### src/rtl/wb_arbiter.sv
// wb_arbiter: writeback-merge stage between the execution units and the
// single register-file write port.
//
// Each of three sources (ALU=0, LSU=1, CSR=2) pushes {data, adr} through a
// valid/ready channel into its own DEPTH-entry FIFO. A round-robin arbiter
// drains the FIFO heads into one registered writeback port, one write per
// cycle. Writes to x0 complete the handshake but are never enqueued.
//
// Parameters:
//   XLEN   data width
//   DEPTH  entries per source FIFO (power of two, >= 2)
//
// Ports:
//   clk, rst_n                  clock, asynchronous active-low reset
//   {alu,lsu,csr}_valid/ready   per-source handshake (ready = FIFO not full)
//   {alu,lsu,csr}_data/adr      per-source writeback payload
//   wb_valid/wb_data/wb_adr     registered register-file write port
//   pending_mask                only when WB_ARB_PENDING_EN is defined:
//                               bit r set iff a queued entry or the live
//                               output targets register r (bit 0 always 0)
//
// Optional feature macro: WB_ARB_PENDING_EN

// Per-source FIFO lane. Separate count register keeps full/empty unambiguous.
module wb_arb_fifo #(
  parameter int W     = 37,
  parameter int DEPTH = 2
) (
  input  logic         clk,
  input  logic         rst_n,
  input  logic         push_i,
  input  logic [W-1:0] wdata_i,
  input  logic         pop_i,
  output logic         full_o,
  output logic         empty_o,
  output logic [W-1:0] head_o
`ifdef WB_ARB_PENDING_EN
  ,
  output logic [31:0]  mask_o
`endif
);
  localparam int AW = $clog2(DEPTH);

  logic [DEPTH-1:0][W-1:0] mem_q;
  logic [AW-1:0]           rd_q, wr_q;
  logic [AW:0]             cnt_q, cnt_d;

  assign full_o  = (cnt_q == (AW+1)'(DEPTH));
  assign empty_o = (cnt_q == '0);
  assign head_o  = mem_q[rd_q];
  assign cnt_d   = cnt_q + {{AW{1'b0}}, push_i} - {{AW{1'b0}}, pop_i};

  // Pointers wrap for free because DEPTH is a power of two.
  always_ff @(posedge clk or negedge rst_n) begin
    if (!rst_n) begin
      rd_q  <= '0;
      wr_q  <= '0;
      cnt_q <= '0;
    end else begin
      if (push_i) wr_q <= wr_q + 1'b1;
      if (pop_i)  rd_q <= rd_q + 1'b1;
      cnt_q <= cnt_d;
    end
  end

  // Storage needs no reset: only entries below cnt_q are ever observed.
  always_ff @(posedge clk) begin
    if (push_i) mem_q[wr_q] <= wdata_i;
  end

`ifdef WB_ARB_PENDING_EN
  always_comb begin
    mask_o = '0;
    for (int k = 0; k < DEPTH; k++) begin
      if ((AW+1)'(k) < cnt_q) mask_o[mem_q[rd_q + AW'(k)][4:0]] = 1'b1;
    end
  end
`endif
endmodule

module wb_arbiter #(
  parameter int XLEN  = 32,
  parameter int DEPTH = 2
) (
  input  logic            clk,
  input  logic            rst_n,
  input  logic            alu_valid,
  output logic            alu_ready,
  input  logic [XLEN-1:0] alu_data,
  input  logic [4:0]      alu_adr,
  input  logic            lsu_valid,
  output logic            lsu_ready,
  input  logic [XLEN-1:0] lsu_data,
  input  logic [4:0]      lsu_adr,
  input  logic            csr_valid,
  output logic            csr_ready,
  input  logic [XLEN-1:0] csr_data,
  input  logic [4:0]      csr_adr,
  output logic            wb_valid,
  output logic [XLEN-1:0] wb_data,
  output logic [4:0]      wb_adr
`ifdef WB_ARB_PENDING_EN
  ,
  output logic [31:0]     pending_mask
`endif
);
  localparam int NSRC = 3;
  localparam int W    = XLEN + 5;

  logic [NSRC-1:0]        vld, nz, full, empty, push, pop;
  logic [NSRC-1:0][W-1:0] in_ent, head;
  logic [1:0]             rr_q, gnt_idx, c0, c1, c2;
  logic                   any;
  logic                   wb_valid_q;
  logic [XLEN-1:0]        wb_data_q;
  logic [4:0]             wb_adr_q;

  assign vld       = {csr_valid, lsu_valid, alu_valid};
  assign nz        = {|csr_adr, |lsu_adr, |alu_adr};
  assign in_ent[0] = {alu_data, alu_adr};
  assign in_ent[1] = {lsu_data, lsu_adr};
  assign in_ent[2] = {csr_data, csr_adr};

  // Ready depends only on registered occupancy: no valid->ready path, and a
  // full FIFO stalls even if it is popped this cycle.
  assign alu_ready = ~full[0];
  assign lsu_ready = ~full[1];
  assign csr_ready = ~full[2];
  // x0 writes handshake normally but are dropped here.
  assign push = vld & ~full & nz;

`ifdef WB_ARB_PENDING_EN
  logic [NSRC-1:0][31:0] fmask;
`endif

  wb_arb_fifo #(.W(W), .DEPTH(DEPTH)) u_fifo [NSRC-1:0] (
    .clk     (clk),
    .rst_n   (rst_n),
    .push_i  (push),
    .wdata_i (in_ent),
    .pop_i   (pop),
    .full_o  (full),
    .empty_o (empty),
    .head_o  (head)
`ifdef WB_ARB_PENDING_EN
    ,
    .mask_o  (fmask)
`endif
  );

  function automatic logic [1:0] nxt(input logic [1:0] i);
    return (i >= 2'd2) ? 2'd0 : i + 2'd1;
  endfunction

  // Search begins one past the last grant; first non-empty head wins.
  assign c0  = nxt(rr_q);
  assign c1  = nxt(c0);
  assign c2  = nxt(c1);
  assign any = ~&empty;

  always_comb begin
    gnt_idx = rr_q;
    if      (!empty[c0]) gnt_idx = c0;
    else if (!empty[c1]) gnt_idx = c1;
    else if (!empty[c2]) gnt_idx = c2;
  end

  always_comb begin
    pop = '0;
    if (any) pop[gnt_idx] = 1'b1;
  end

  // rr resets to CSR so ALU has first priority.
  always_ff @(posedge clk or negedge rst_n) begin
    if (!rst_n) begin
      rr_q       <= 2'd2;
      wb_valid_q <= 1'b0;
      wb_data_q  <= '0;
      wb_adr_q   <= '0;
    end else begin
      wb_valid_q <= any;
      if (any) begin
        rr_q      <= gnt_idx;
        wb_data_q <= head[gnt_idx][W-1:5];
        wb_adr_q  <= head[gnt_idx][4:0];
      end
    end
  end

  assign wb_valid = wb_valid_q;
  assign wb_data  = wb_data_q;
  assign wb_adr   = wb_adr_q;

`ifdef WB_ARB_PENDING_EN
  always_comb begin
    pending_mask = fmask[0] | fmask[1] | fmask[2];
    if (wb_valid_q) pending_mask[wb_adr_q] = 1'b1;
    pending_mask[0] = 1'b0;
  end
`endif
endmodule

### config.mk
export PLATFORM = sky130hd
export DESIGN_NAME = wb_arbiter
export DESIGN_NICKNAME = d
export VERILOG_FILES = /design/src/rtl/wb_arbiter.sv
export SDC_FILE = /design/constraint.sdc
export NUM_CORES = 1
export LEC_CHECK = 0
export BUFFER_PORTS_ARGS = -buffer_cell sky130_fd_sc_hd__buf_2
export CAP_MARGIN = 0
export CORE_MARGIN = 3
export CORE_UTILIZATION = 32
export CTS_BUF_LIST = sky130_fd_sc_hd__clkbuf_16
export DETAILED_ROUTE_END_ITERATION = 10
export HOLD_SLACK_MARGIN = 0.1
export SLEW_MARGIN = 25
export SYNTH_ARGS = -nofsm -noshare
export SYNTH_HDL_FRONTEND = slang
export SYNTH_SLANG_ARGS = --single-unit
### constraint.sdc
create_clock -name clk -period 3 [get_ports clk]
set_input_delay 0.6 -clock clk [delete_from_list [all_inputs] [get_ports clk]]
set_output_delay 0.6 -clock clk [all_outputs]
set_load 0.05 [all_outputs]
# Word-level counts from Yosys, hierarchy flattened
# Index checks and enable logic that the tools add are counted.
totals:
  mem_bits_ro: 0
  ramBits: 0
  reg_bits: 274
  input_bits: 116
  latchBits: 0
  n_memories: 0
classes:
  n_shift: 0
  eq_ne: 3
  muxes: 32
  n_reduce_logical: 12
  n_bitwise: 6
  div: 0
  n_lt_le_gt_ge: 17
  add_sub_neg: 15
  multipliers: 0
ops:
  columns: ["operator", "count"]
  rows:
  - ["$mux 37", 10]
  - ["$bwmux 74", 3]
  - ["$demux 37 s1", 3]
  - ["$bmux 37 s2", 1]
  - ["$reduce_or 5->1", 3]
  - ["$lt 1x2->1 const B", 6]
  - ["$lt 2x3->1 const B", 4]
  - ["$mux 2", 6]
  - ["$add 1x1->1 const B", 6]
  - ["$add 2x1->2", 3]
  - ["$add 2x1->2 const B", 3]
  - ["$and 3x3->3", 2]
  - ["$bmux 1 s2", 3]
  - ["$eq 2x2->1 const B", 3]
  - ["$ge 2x2->1 const B", 3]
  - ["$logic_not 2->1", 3]
  - ["$sub 2x1->2", 3]
  - ["$logic_and 1x1->1", 4]
  - ["$mux 1", 4]
  - ["$ge 1x1->1 const B", 3]
  - ["$mux 3", 1]
  - ["$not 1->1", 3]
  - ["$not 3->3", 1]
  - ["$reduce_and 3->1", 1]
  - ["other kinds (3)", 3]

# Logic depth before layout (Yosys ltp)
logic_depth:
  ltp_word: 17
  mapped_depth: 10
  mapped_depth_nobuf: 9

# Modules after synthesis
# Synthesis repeated with hierarchy kept, for this count alone.
hier_totals:
  cells_unflattened: 713
  area_unflattened_um2: 11414.7
by_module_without_submodules:
  columns: ["mod", "cells_per_inst", "area_each_um2", "n_inst"]
  rows:
  - ["wb_arb_fifo", 130, 2949.1, 3]
  - ["wb_arbiter", 323, 2567.5, 1]

# Least setup slack after synthesis
# OpenSTA, ideal clock, no wires.
synth_timing:
  path_kind: "reg2reg"
  startpoint: "register u_fifo[1].cnt_q[1]"
  endpoint: "register u_fifo[1].mem_q[0] (netlist name) (enable)"
  required_ns: 2.569
  setup_time_ns: 0.431
  n_path_buf: 0
  t_arrival_ns: 2.740
  stages_incl_launch_ff: 4
  path_slack_ns: -0.172
  cell_sequence: "dfrtp_1 or2b_1 o211ai_1 nor2_1"
synth_via:
  elab_chain_cells: 4
synth_rtl:
  columns: ["element", "line", "rtl"]
  rows:
  - ["start: declaration", "46", "logic [AW:0] cnt_q, cnt_d;"]
  - ["start signal: assignment", "62", "cnt_q <= cnt_d;"]
  - ["$eq 2x2->1", "48", "assign full_o = (cnt_q == (AW+1)'(DEPTH));"]
  - ["$not 3->3", "130", "assign push = vld & ~full & nz;"]
  - ["$and 3x3->3 (2 in a row)", "130", null]
  - ["end signal: indexed assignment", "68", "if (push_i) mem_q[wr_q] <= wdata_i;"]
  - ["end: declaration", "44", "logic [DEPTH-1:0][W-1:0] mem_q;"]
# No other way between the ends.
# A chain may end at the register's enable or synchronous reset.

# Worst setup path after layout
layout_timing:
  startpoint: "register u_fifo[2].cnt_q[1]"
  endpoint: "register u_fifo[2].mem_q[31] (netlist name) (enable)"
layout_via:
  elab_chain_cells: 4
layout_rtl:
  columns: ["element", "line"]
  rows:
  - ["start: declaration", "46"]
  - ["start signal: assignment", "62"]
  - ["$eq 2x2->1", "48"]
  - ["$not 3->3", "130"]
  - ["$and 3x3->3 (2 in a row)", "130"]
  - ["end signal: indexed assignment", "68"]
  - ["end: declaration", "44"]
# No other way between the ends.

==> key figures <==
Logic synthesis
  – Avg Synthesized Cell Area: between 15 and 20 um2
  – Share of the yosys chip area belonging to registers: between 60% and 70%
  – Total nets after synthesis: between 800 and 900
  – Cell area after technology mapping: about 12000 um2
  – Flip-flop and latch count after synthesis: approximately 270
  – Cell count after synthesis: approximately 770
  – Yosys warning count: 0
  – Number of enable-type register cells in the synthesized netlist: about 220
  – Post-synthesis cell type count: 45
  – Flip-flop cell with the highest count after synthesis: sky130_fd_sc_hd__edfxtp_1
  – Share of synthesized flip-flops with an asynchronous set or reset: a little under a fifth

Drt
  – Number of nets with antenna violations after detailed routing: 0
  – Remaining DRCs: 0
  – Wirelength per Cell: 22.0 um
  – Via count: around 7500
  – Via density: between 5 and 6
  – Detailed-router iteration count before antenna repair: 5
  – Number of DRC markers after the initial detailed-route iteration: about 550
  – Final routed wirelength across all metal layers: 30900 um

Timing
  – RSZ-0062 raised after global routing: no
  – Maximum frequency from static timing analysis: ~0.4 GHz
  – Summed negative setup slack over all endpoints: 0 ns
  – Worst Tran Pin Value: 1.00 ns
  – Worst hold margin: roughly 0.25 ns
  – Final period util: between 80% and 90%
  – Final critical path time including I/O delays and setup: about 2.5 ns
  – Final-report setup violation count: 0
  – Clock tree skew after final layout: 0.00839 ns
  – Slew HR: around a third
  – Final Hold Fails: 0
  – Final count of pins violating max slew: 0

Job
  – Number of maximum-capacitance constraint violations: 0

Clock tree
  – Total number of H-tree levels: 1
  – Clock insertion delay at the later pin of the skew report: roughly 0.54 ns
  – Resized Gates After CTS: 0
  – Clock slew at reported path FFs: 0.06 ns
  – Clock tree from TritonCTS: done
  – Clock root buffer: sky130_fd_sc_hd__clkbuf_16
  – Largest buffer count on any clock path: 3
  – Sinks on Clock Net: about 270
  – Total CTS buffers: 29

Worst setup path
  – Kind of end point of the critical path: register
  – Critical path launch point type: register
  – Crit path max fanout: 24
  – Most common cell type on the critical path: sky130_fd_sc_hd__buf_4
  – Ordered list of cells on the worst path: nand2b_1, o211ai_1, buf_4, nor2_4, buf_4
  – Crit-path slowest cell: sky130_fd_sc_hd__dfrtp_2
  – Crit Path Category: reg -> reg
  – Largest incremental delay on the critical path: approximately 0.64 ns
  – Data required time of the worst path: 3.20 ns
  – Arrival time of the worst setup path: about 2.7 ns

Global routing
  – Maximum number of pins on one net before global-route repair: 40
  – Global route hottest layer: met2
  – Via count of the first global-routing pass: approximately 7400
  – Global Route met2 Usage: between 20% and 30%
  – Global router's overall resource usage: about 16%
  – Routing usage on met1: between 20 and 25%
  – Global routing met3 resource utilization: 2.78%
  – Antenna violations before repair: 6
  – Total congestion overflow: 0
  – Wire length of the first global-routing pass: around 46000 um

Die
  – Row Count: approximately 70
  – Starting density of the core: between 30% and 40%
  – Placeable core area: ~36000 um2
  – X dimension of the die: roughly 200 um
  – Die ar.: 38500 um2
  – IO Count: approximately 160
  – Vertical die dimension: 196 um

Place
  – Half-perimeter wire length after placement: slightly above 20000 um
  – Number of input and output port buffers inserted: between 150 and 200
  – Standard cell area after detailed placement: 12900 um2
  – Final estimated routing congestion in global placement: 0.745

Cells and area
  – Share of layout cells above drive strength 1: a little under a third
  – Post-layout instance area: around 14000 um2
  – Synth-to-Final Area Change: 19.4%
  – Post-layout net count: 1040

Pwr
  – Total power per unit cell area: roughly 1200 nW/um2
  – Static leakage power: about 5.0 nW
  – IR Drop Worst-Case VDD: between 0.5 and 0.6 mV

Run status
  – Status: finished, final reports clean

Worst hold path
  – Class of the worst hold path: in -> reg
## metrics by stage
stage | instances | worst slack [ns] | util [%] | power (W)
after global routing | 1402 | 0.333 | 38.8 | 0.0169
final | 1405 | 0.492 | 38.8 | 0.0160
after CTS | 1401 | 0.418 | 38.8 | 0.0161
after detailed placement | 1347 | 0.243 | 36.2 | 0.0126
after floorplan | 769 | 0.426 | - | 0.0107
after global placement | 1347 | 0.247 | 36.1 | 0.0125
## cell type report
class / instances / area, um2
Fill cell: 3372 / 21800
Antenna cell: 4 / 10.0
Timing Repair Buffer: 183 / 1040
Clock buffer: 29 / 726
Clock inverter: 24 / 206
Tap cell: 461 / 577
Multi-Input combinational cell: 420 / 3270
Inverter: 10 / 37.5
Sequential cell: 274 / 7980
## cell families after synthesis
family          Yosys count  synth area share (%)
simple gates            133                  6.21
buf+inv                  75                  3.37
fa+ha+maj                 6                 0.648
xor+xnor                 12                 0.907
mux                      74                  6.79
compound gates          195                  13.3
flops                   274                  68.8
## synth_stat cells, types with 5 or more instances
master / number / area [um2]
sky130_fd_sc_hd__a2111oi_1: 19 / 190
sky130_fd_sc_hd__a21oi_1: 37 / 185
sky130_fd_sc_hd__mux2_2: 37 / 417
sky130_fd_sc_hd__buf_2: 28 / 140
sky130_fd_sc_hd__a32oi_1: 37 / 324
sky130_fd_sc_hd__nor2b_1: 37 / 231
sky130_fd_sc_hd__clkbuf_1: 19 / 71.3
sky130_fd_sc_hd__inv_1: 9 / 33.8
sky130_fd_sc_hd__edfxtp_1: 222 / 6670
sky130_fd_sc_hd__xnor2_1: 9 / 78.8
sky130_fd_sc_hd__nor2_1: 43 / 161
sky130_fd_sc_hd__a2111oi_0: 17 / 149
sky130_fd_sc_hd__nor3_1: 37 / 185
sky130_fd_sc_hd__buf_6: 5 / 56.3
sky130_fd_sc_hd__ha_1: 6 / 75.1
sky130_fd_sc_hd__mux2i_1: 37 / 370
sky130_fd_sc_hd__o41ai_1: 34 / 298
sky130_fd_sc_hd__buf_4: 9 / 67.6
sky130_fd_sc_hd__o22ai_1: 37 / 231
sky130_fd_sc_hd__dfrtp_1: 51 / 1280
## where the power goes
part           switching [W]  total [W]  internal [W]  leakage, nW
logic                0.00408    0.00627       0.00219         1.81
registers           0.000848    0.00619       0.00534         2.67
clock network        0.00142    0.00350       0.00208        0.489
total                0.00634     0.0160       0.00962         4.96
## worst max-delay path, delay by kind of cell (launching register included)
kind | cells | cell delay (ns)
flops | 1 | 0.64
simple gates | 2 | 0.74
compound gates | 1 | 0.13
buf+inv | 2 | 0.64
## layout by cell type, fill, tap and decap left out, types with 2 or more instances in the layout
master / count
sky130_fd_sc_hd__edfxtp_1: 222
sky130_fd_sc_hd__buf_2: 156
sky130_fd_sc_hd__dfrtp_1: 46
sky130_fd_sc_hd__nor2_1: 39
sky130_fd_sc_hd__mux2_2: 37
sky130_fd_sc_hd__o22ai_1: 37
sky130_fd_sc_hd__nor2b_1: 37
sky130_fd_sc_hd__nor3_1: 37
sky130_fd_sc_hd__mux2i_1: 37
sky130_fd_sc_hd__a21oi_1: 37
sky130_fd_sc_hd__a32oi_1: 37
sky130_fd_sc_hd__o41ai_1: 34
sky130_fd_sc_hd__clkbuf_16: 29
sky130_fd_sc_hd__buf_4: 22
sky130_fd_sc_hd__inv_1: 19
sky130_fd_sc_hd__a2111oi_1: 19
sky130_fd_sc_hd__a2111oi_0: 17
sky130_fd_sc_hd__xnor2_1: 9
sky130_fd_sc_hd__ha_1: 6
sky130_fd_sc_hd__clkinv_1: 6
sky130_fd_sc_hd__dfrtp_2: 5
sky130_fd_sc_hd__diode_2: 4
sky130_fd_sc_hd__nor2_4: 4
sky130_fd_sc_hd__bufinv_16: 4
sky130_fd_sc_hd__buf_12: 4
sky130_fd_sc_hd__or4_1: 3
sky130_fd_sc_hd__o211ai_1: 3
sky130_fd_sc_hd__o41ai_2: 3
sky130_fd_sc_hd__xor2_1: 3
sky130_fd_sc_hd__nor4_4: 2
sky130_fd_sc_hd__and2_4: 2
sky130_fd_sc_hd__o21a_2: 2
sky130_fd_sc_hd__nand2b_1: 2
sky130_fd_sc_hd__and2_2: 2
sky130_fd_sc_hd__clkinv_2: 2
## path summary, 6_finish.rpt
check	from	end	slack (ns)	depth (start not counted)
setup reg to reg	u_fifo[2].cnt_q[1]$_DFF_PN0_	u_fifo[2].mem_q[31]$_DFFE_PP_	0.49	5
hold / removal	csr_data[27]	u_fifo[2].mem_q[69]$_DFFE_PP_	0.25	1
max in group asynchronous	rst_n	u_fifo[1].rd_q$_DFFE_PN0P_	1.64	3
min in group asynchronous	rst_n	wb_adr[1]$_DFFE_PN0P_	0.65	2
setup / recovery	u_fifo[2].cnt_q[1]$_DFF_PN0_	u_fifo[2].mem_q[31]$_DFFE_PP_	0.49	5
hold reg to reg	u_fifo[0].wr_q$_DFFE_PN0P_	u_fifo[0].wr_q$_DFFE_PN0P_	0.54	1
## state kept, by name (all words and copies together), names as in the netlist
signal / count
u_fifo.rd_q: 3
wb_adr: 5
rr_q: 2
u_fifo.wr_q: 3
wb_data: 32
wb_valid: 1
u_fifo.cnt_q: 6
u_fifo.mem_q: 222
## per-layer routing
layer / vias up / part of all wire (%)
met5: - / 0.11
met4: 4 / 2.2
met3: 58 / 6.0
met2: 260 / 47
met1: 3762 / 44
li1: 3414 / -
## repair_timing
action	CTS	global route
endpoints found under the setup margin	0	0
hold buffers	1	0
buffers inserted	0	0
hold endpoints to repair	17	0
Power figures use the tool's default switching activity.
